<file path="src/rtl/seq_add32.sv">
// Multi-cycle 32-bit add/subtract: three 12-bit slices through one shared ripple adder,
// with the carry chained through a register between slices.

module _12bit_adder (
  input  logic [11:0] a,
  input  logic [11:0] b,
  input  logic        cin,
  output logic [11:0] s,
  output logic        cout
);
  logic carry;

  always_comb begin
    s     = '0;
    carry = cin;
    for (int i = 0; i < 12; i++) begin
      s[i]  = a[i] ^ b[i] ^ carry;
      carry = (a[i] & b[i]) | (carry & (a[i] ^ b[i]));
    end
    cout = carry;
  end
endmodule

// state | meaning
// IDLE  | ready for start; operands latched on accept
// S0    | add bits [11:0]
// S1    | add bits [23:12]
// S2    | add bits [31:24], commit result and flags, pulse done
module seq_add32 (
  input  logic        clk,
  input  logic        rst_n,
  input  logic        start,
  input  logic        sub,
  input  logic [31:0] a,
  input  logic [31:0] b,
  output logic        ready,
  output logic        busy,
  output logic        done,
  output logic [31:0] result,
  output logic        carry_out,
  output logic        overflow,
  output logic        zero
);
  typedef enum logic [1:0] {IDLE, S0, S1, S2} state_t;

  state_t      state_q, state_d;
  logic [31:0] op_a, op_b;
  logic [23:0] tmp;
  logic        cy;
  logic [11:0] add_a, add_b, add_s;
  logic        add_c;

  _12bit_adder u_adder (
    .a    (add_a),
    .b    (add_b),
    .cin  (cy),
    .s    (add_s),
    .cout (add_c)
  );

  always_ff @(posedge clk or negedge rst_n) begin
    if (!rst_n) state_q <= IDLE;
    else        state_q <= state_d;
  end

  always_comb begin
    state_d = state_q;
    case (state_q)
      IDLE:    if (start) state_d = S0;
      S0:      state_d = S1;
      S1:      state_d = S2;
      S2:      state_d = IDLE;
      default: state_d = IDLE;
    endcase
  end

  assign ready = (state_q == IDLE);
  assign busy  = ~ready;

  // Top slice is only 8 bits wide; zero-extending puts the bit-32 carry on s[8].
  always_comb begin
    add_a = '0;
    add_b = '0;
    case (state_q)
      S0:      begin add_a = op_a[11:0];          add_b = op_b[11:0];          end
      S1:      begin add_a = op_a[23:12];         add_b = op_b[23:12];         end
      S2:      begin add_a = {4'b0, op_a[31:24]}; add_b = {4'b0, op_b[31:24]}; end
      default: begin add_a = '0;                  add_b = '0;                  end
    endcase
  end

  always_ff @(posedge clk or negedge rst_n) begin
    if (!rst_n) begin
      op_a      <= '0;
      op_b      <= '0;
      tmp       <= '0;
      cy        <= 1'b0;
      result    <= '0;
      carry_out <= 1'b0;
      overflow  <= 1'b0;
      zero      <= 1'b1;
      done      <= 1'b0;
    end else begin
      done <= 1'b0;
      case (state_q)
        IDLE: begin
          if (start) begin
            op_a <= a;
            op_b <= sub ? ~b : b;
            cy   <= sub;
          end
        end
        S0: begin
          tmp[11:0] <= add_s;
          cy        <= add_c;
        end
        S1: begin
          tmp[23:12] <= add_s;
          cy         <= add_c;
        end
        S2: begin
          result    <= {add_s[7:0], tmp};
          carry_out <= add_s[8];
          overflow  <= (op_a[31] == op_b[31]) && (add_s[7] != op_a[31]);
          zero      <= ({add_s[7:0], tmp} == 32'd0);
          done      <= 1'b1;
        end
        default: ;
      endcase
    end
  end
endmodule

</file>
<file path="config.mk">
export PLATFORM = sky130hd
export DESIGN_NAME = seq_add32
export DESIGN_NICKNAME = d
export VERILOG_FILES = /design/src/rtl/seq_add32.sv
export SDC_FILE = /design/constraint.sdc
export NUM_CORES = 1
export LEC_CHECK = 0
export CAP_MARGIN = 20
export CORE_MARGIN = 1.5
export CORE_UTILIZATION = 53
export DETAILED_ROUTE_END_ITERATION = 7
export PLACE_DENSITY = 0.86
export SYNTH_ARGS = -nofsm -noshare
export SYNTH_HDL_FRONTEND = slang
export SYNTH_SLANG_ARGS = --single-unit
</file>
<file path="constraint.sdc">
create_clock -name clk -period 6.3 [get_ports clk]
set_input_delay 0.63 -clock clk [delete_from_list [all_inputs] [get_ports clk]]
set_output_delay 0.63 -clock clk [all_outputs]
set_load 0.01 [all_outputs]
</file>
Yosys cells after proc, flatten, opt, wreduce, memory -nomap -nowiden
Index checks and enable logic that the tools add are counted.
{ "op_classes": {"muxes": 8, "bitwise": 62, "reduce_logical": 7, "n_eq_ne": 6} }
{ "ops": {"columns": ["op", "count"], "rows": [
  ["$pmux W12 S3", 2],
  ["$logic_not A32 Y1", 1],
  ["$mux W32", 1],
  ["$not A32 Y32", 1],
  ["$and A1 B1 Y1", 24],
  ["$xor A1 B1 Y1", 24],
  ["$or A1 B1 Y1", 12],
  ["$pmux W2 S4", 1],
  ["$eq A2 B2 Y1 const B", 2],
  ["$reduce_and A2 Y1", 2],
  ["$eq A2 B1 Y1 const B", 1],
  ["$logic_not A2 Y1", 1],
  ["$mux W1", 2],
  ["$mux W2", 1],
  ["$ne A2 B2 Y1 const B", 1],
  ["$pmux W1 S2", 1],
  ["$reduce_bool A2 Y1", 1],
  ["$reduce_or A2 Y1", 1],
  ["$eq A1 B1 Y1", 1],
  ["$logic_and A1 B1 Y1", 1],
  ["$ne A1 B1 Y1", 1],
  ["$not A1 Y1", 1]
]} }
{ "word_totals": {"output_inout_bits": 38, "inputBits": 68, "register_bits": 127} }

Longest topological paths before layout
{ "logic_depth": {"word_depth": 28, "ltp_mapped": 22, "depth_no_buf": 21} }

Modules after synthesis
From an unflattened synthesis, not the netlist that was laid out.
{ "hier_totals": {"cells_unflattened": 450, "hier_area_um2": 5746.8} }
{ "by_module_without_submodules": {"columns": ["module", "area_per_inst_um2", "n_inst", "cells_each"], "rows": [
  ["seq_add32", 5469.0, 1, 428],
  ["_12bit_adder", 277.8, 1, 22]
]} }

Least setup slack after synthesis
OpenSTA, ideal clock, no wires.
{ "synth_timing": {"kind": "register to register", "from": "register state_q[0]", "to": "register tmp[11]", "arrival_time_ps": 5603, "period_less_slack_ps": 5682, "stages_incl_launch_ff": 22, "setup_time_ps": 79, "required_ps": 6221, "path_slack_ps": 618, "cell_sequence": "dfrtp_1 > inv_1 > ha_1 > buf_2 > buf_2 > nor2_1 > fa_1 > fa_1 > fa_1 > fa_1 > fa_1 > fa_1 > inv_1 > fa_1 > inv_1 > fa_1 > inv_1 > fa_1 > fa_1 > fa_1 > fa_1 > mux2i_1"} }
{ "synth_via": {"elab_chain_cells": 26, "word_cells_on_any_way": 51, "cone_classes": "3 x eq/ne; 2 x mux; 46 x bitwise"} }
{ "synth_rtl": {"columns": ["item", "line", "rtl"], "rows": [
  ["start, declared", "46", "state_t state_q, state_d;"],
  ["start signal, assigned", "63", "else state_q <= state_d;"],
  ["$eq A2 B2 Y1 or $eq A2 B1 Y1 (tied branches)", "84, 105", null],
  ["$pmux W12 S3", "84", "case (state_q)"],
  ["$xor A1 B1 Y1", "18", "carry = (a[i] & b[i]) | (carry & (a[i] ^ b[i]));"],
  ["$and A1 B1 Y1", "18", null],
  ["$or A1 B1 Y1", "18", null],
  ["$and A1 B1 Y1", "18", null],
  ["$or A1 B1 Y1", "18", null],
  ["$and A1 B1 Y1", "18", null],
  ["[... 10 more ...]", null, null],
  ["$or A1 B1 Y1", "18", null],
  ["$and A1 B1 Y1", "18", null],
  ["$or A1 B1 Y1", "18", null],
  ["$and A1 B1 Y1", "18", null],
  ["$or A1 B1 Y1", "18", null],
  ["$and A1 B1 Y1", "18", null],
  ["$or A1 B1 Y1", "18", null],
  ["$xor A1 B1 Y1", "17", "s[i] = a[i] ^ b[i] ^ carry;"],
  ["end signal, assigned", "114", "tmp[11:0] <= add_s;"],
  ["end, declared", "48", "logic [23:0] tmp;"]
]} }
Several ways; a longest one is shown, not always the timed one.
A chain may end at the register's enable or synchronous reset.

Final worst setup path
{ "layout_timing": {"from": "register state_q[0]", "to": "register tmp[23]"} }
{ "layout_via": {"elab_chain_cells": 26, "word_cells_on_any_way": 51, "cone_classes": "3 x eq/ne; 2 x mux; 46 x bitwise"} }
{ "layout_rtl": {"columns": ["item", "line", "rtl"], "rows": [
  ["$eq A2 B2 Y1 (tied with other cells)", "84", null],
  ["$pmux W12 S3", "84", null],
  ["$xor A1 B1 Y1", "18", null],
  ["$and A1 B1 Y1", "18", null],
  ["$or A1 B1 Y1", "18", null],
  ["$and A1 B1 Y1", "18", null],
  ["$or A1 B1 Y1", "18", null],
  ["$and A1 B1 Y1", "18", null],
  ["[... 10 more ...]", null, null],
  ["$or A1 B1 Y1", "18", null],
  ["$and A1 B1 Y1", "18", null],
  ["$or A1 B1 Y1", "18", null],
  ["$and A1 B1 Y1", "18", null],
  ["$or A1 B1 Y1", "18", null],
  ["$and A1 B1 Y1", "18", null],
  ["$or A1 B1 Y1", "18", null],
  ["$xor A1 B1 Y1", "17", null],
  ["end signal, assigned", "118", "tmp[23:12] <= add_s;"]
]} }
Several ways; a longest one is shown, not always the timed one.

==> parameters.txt <==
Parameter                              Value

Timing
  Worst setup skew after layout    0.009715 ns
  Endpoints failing setup    0
  Max-slew violations    0
  Worst max-slew margin expressed relative to the limit    0.3568
  Slew @ Worst Pin    0.9647 ns
  Sum of negative setup slack    0 ns
  Final critical path time including I/O delays and setup    6.010 ns
  Count of endpoints failing hold in the final timing report    0
  Worst Setup Slack, final    0.2903 ns
  RSZ-0062 raised after global routing    no
  Post-route fraction of the period consumed by the critical path    0.9539
  FMAX    0.1664 GHz

GRT
  Antenna violations before repair    0
  Global route overflow    0
  Wire length of the first global-routing pass    21.14 mm
  Vias in the first global route    4,132
  Pin count of the biggest net entering global routing    97
  Total routing usage reported by global routing    0.2373

Run
  # Max-Cap Violations    0

Placement
  Placed Instances    676
  Number of buffers inserted by port buffering    105
  DP Worst Slack    0.3038 ns
  Placed cell areas    7018 µm²
  Placer congestion estimate    0.8172
  Detailed placement HPWL    8.757 mm

Clock tree
  Latest clock arrival within the worst-skew pair    0.52 ns
  CTS clk-pin slew, worst paths    0.06 ns
  TritonCTS clock tree    yes
  CTS H-Tree Depth    4
  Post-CTS Hold Buffers    0
  TritonCTS buffer count    17
  Clock buffer depth    2
  CTS Root Cell    sky130_fd_sc_hd__clkbuf_8
  Clock sinks    127

Yosys
  Top cell type by total area after synthesis    sky130_fd_sc_hd__dfrtp_1
  Synth top area cells    sky130_fd_sc_hd__dfrtp_1, sky130_fd_sc_hd__mux2_2, sky130_fd_sc_hd__mux2_4, sky130_fd_sc_hd__xnor2_1, sky130_fd_sc_hd__fa_1
  Number of enable flip-flop cells after synthesis    0
  Synthesized area    5943 µm²
  Total of flip-flops plus latches after synthesis    127
  Number of distinct library cells after synthesis    36
  Post-Syn Instances    452
  Most frequently used cell type in the post-synthesis netlist    sky130_fd_sc_hd__dfrtp_1
  Post-Syn Nets    536
  Synthesis Warnings    0
  Syn_area_per_cell    13.15 µm²
  Part of the Yosys area used for sequential elements    0.5349
  Area share of the leading cell type in the synthesized netlist    0.5305
  Commonest cells in the synthesized netlist    sky130_fd_sc_hd__dfrtp_1, sky130_fd_sc_hd__mux2_2, sky130_fd_sc_hd__nand2_1
  Commonest register cell after synthesis    sky130_fd_sc_hd__dfrtp_1
  Fraction of registers with async set or reset after synthesis    1.000

Die
  IO Pins    106
  DIE HEIGHT    108.9 µm
  Initial standard-cell utilization of the core    0.5459
  Die span in x    108.9 µm
  CORE AREA    10,890 µm²
  Placement Rows    38
  Die outline area    11,860 µm²

Routing
  Initial DRC count    300
  WL/cell    18.57 µm
  Drc violations    0
  First-pass iteration count of the detailed router    5
  Routed vias    3,929
  Vias per cell    5.534
  Overall routed net length    13.18 mm
  Count of nets left with antenna violations after detail routing    0

Layout
  Number of nets in the layout    641
  Share of cells above drive strength 1    0.2368
  Final design area excluding fillers    7695 µm²
  Layout Cells excl Fill    710
  Filler Cell Count    727
  Number of antenna repair diodes    0
  Final cell utilization of the core    0.7067
  Syn-to-layout area delta    29.47%

Worst hold path
  Worst min-delay path class    input pin to asynchronous set/reset pin

Outcome
  Status    finished clean

Pwr
  Leakage dissipation    3.414 nW
  Max VDD drop    0.0002668 V
  Ratio of total power to cell area    577.9 nW/µm²

Worst setup path
  Maximum net fanout on the critical path    4
  Crit Path Category    register to register
  Crit end category    register
  Startpoint class of the critical path    register
  Crit path DAT    6.44 ns
  Required time of the critical path    6.73 ns
## cell type report
class / count / area (µm²) / area share
clock buffers: 19 / 431.7 / 0.05610
multi-input cells: 281 / 2500 / 0.3249
well taps: 140 / 175.2 / 0.02276
flip-flops and latches: 127 / 3179 / 0.4132
inverters: 14 / 52.55 / 0.006829
repair buffers: 116 / 1146 / 0.1489
clock inverters: 13 / 210.2 / 0.02732
## cells by family after synthesis
group | count (synthesis) | share of synthesized area
AOI/OAI and AO/OA | 67 | 0.08253
DFF | 127 | 0.5349
adders and majority gates | 16 | 0.04884
buffers and inverters | 44 | 0.04569
muxes | 85 | 0.1796
and+or+nand+nor | 81 | 0.06126
xor gates and xnor gates | 32 | 0.04716
## through the flow
step	hold slack, ns	power (W)
global placement	0.4626	0.003222
detailed placement	0.4637	0.003321
floorplan	0.3344	0.002678
global route	0.1748	0.004680
finish	0.1319	0.004447
CTS	0.1463	0.004438
## flip-flops by register name, summed over array words and instances, names as in the netlist
name	flops
carry_out	1
result	32
done	1
op_a	32
op_b	32
tmp	24
overflow	1
zero	1
state_q	2
cy	1
## worst max-delay path: stages (launching register included)
cell and delay, ns:
sky130_fd_sc_hd__dfrtp_1 0.40, sky130_fd_sc_hd__buf_4 0.15, sky130_fd_sc_hd__ha_1 0.24, sky130_fd_sc_hd__a222oi_1 0.39, sky130_fd_sc_hd__nor2_1 0.09, sky130_fd_sc_hd__fa_1 0.41
sky130_fd_sc_hd__fa_1 0.46, sky130_fd_sc_hd__fa_1 0.47, sky130_fd_sc_hd__fa_1 0.46, sky130_fd_sc_hd__fa_1 0.46, sky130_fd_sc_hd__fa_1 0.45, sky130_fd_sc_hd__inv_1 0.11
sky130_fd_sc_hd__fa_1 0.18, sky130_fd_sc_hd__inv_1 0.05, sky130_fd_sc_hd__fa_1 0.36, sky130_fd_sc_hd__inv_1 0.08, sky130_fd_sc_hd__fa_1 0.19, sky130_fd_sc_hd__fa_1 0.19
sky130_fd_sc_hd__fa_1 0.18, sky130_fd_sc_hd__fa_1 0.43, sky130_fd_sc_hd__mux2i_1 0.17
## power breakdown
group	leakage [nW]	switching, W	internal (W)
Combinational	1.54	0.000911	0.00100
Clock	0.309	0.000360	0.000695
Sequential	1.56	0.000269	0.00121
## placed cells by master (no fill, tap or decap), types with 3 or more instances in the layout
cell type	instances
sky130_fd_sc_hd__ha_1	3
sky130_fd_sc_hd__nor4_1	6
sky130_fd_sc_hd__xnor2_1	32
sky130_fd_sc_hd__o21ai_2	8
sky130_fd_sc_hd__a222oi_1	16
sky130_fd_sc_hd__buf_4	11
sky130_fd_sc_hd__mux2_2	45
sky130_fd_sc_hd__clkdlybuf4s50_1	103
sky130_fd_sc_hd__o21ai_0	23
sky130_fd_sc_hd__a22o_1	9
sky130_fd_sc_hd__nand2_1	41
sky130_fd_sc_hd__nand2b_1	5
sky130_fd_sc_hd__nor2_1	20
sky130_fd_sc_hd__inv_1	13
sky130_fd_sc_hd__a21oi_1	4
sky130_fd_sc_hd__mux2i_1	8
sky130_fd_sc_hd__fa_1	12
sky130_fd_sc_hd__dfrtp_1	126
sky130_fd_sc_hd__mux2_4	32
sky130_fd_sc_hd__clkbuf_16	16
sky130_fd_sc_hd__bufinv_16	5
## worst paths after layout
kind | from | to | slack (ns) | depth (start not counted)
max | state_q[0] | tmp[23] | 0.29 | 20
min | rst_n | result[9] | 0.13 | 1
max reg2reg | state_q[0] | tmp[23] | 0.29 | 20
min reg2reg | op_b[7] | op_b[7] | 0.49 | 2
max in group asynchronous | rst_n | tmp[23] | 4.76 | 2
min in group clk | op_b[7] | op_b[7] | 0.49 | 2
## timing repair
item                                    CTS  global route
setup buffers                             0             1
resized for setup                         0             0
endpoints found under the setup margin    0             1
## per-layer routing
metal | track usage | part of all wire
met5 | 0 | 0
met4 | 0.09117 | 0.022
met3 | 0.04961 | 0.049
met2 | 0.3978 | 0.51
met1 | 0.3027 | 0.42
Power figures use the tool's default switching activity.
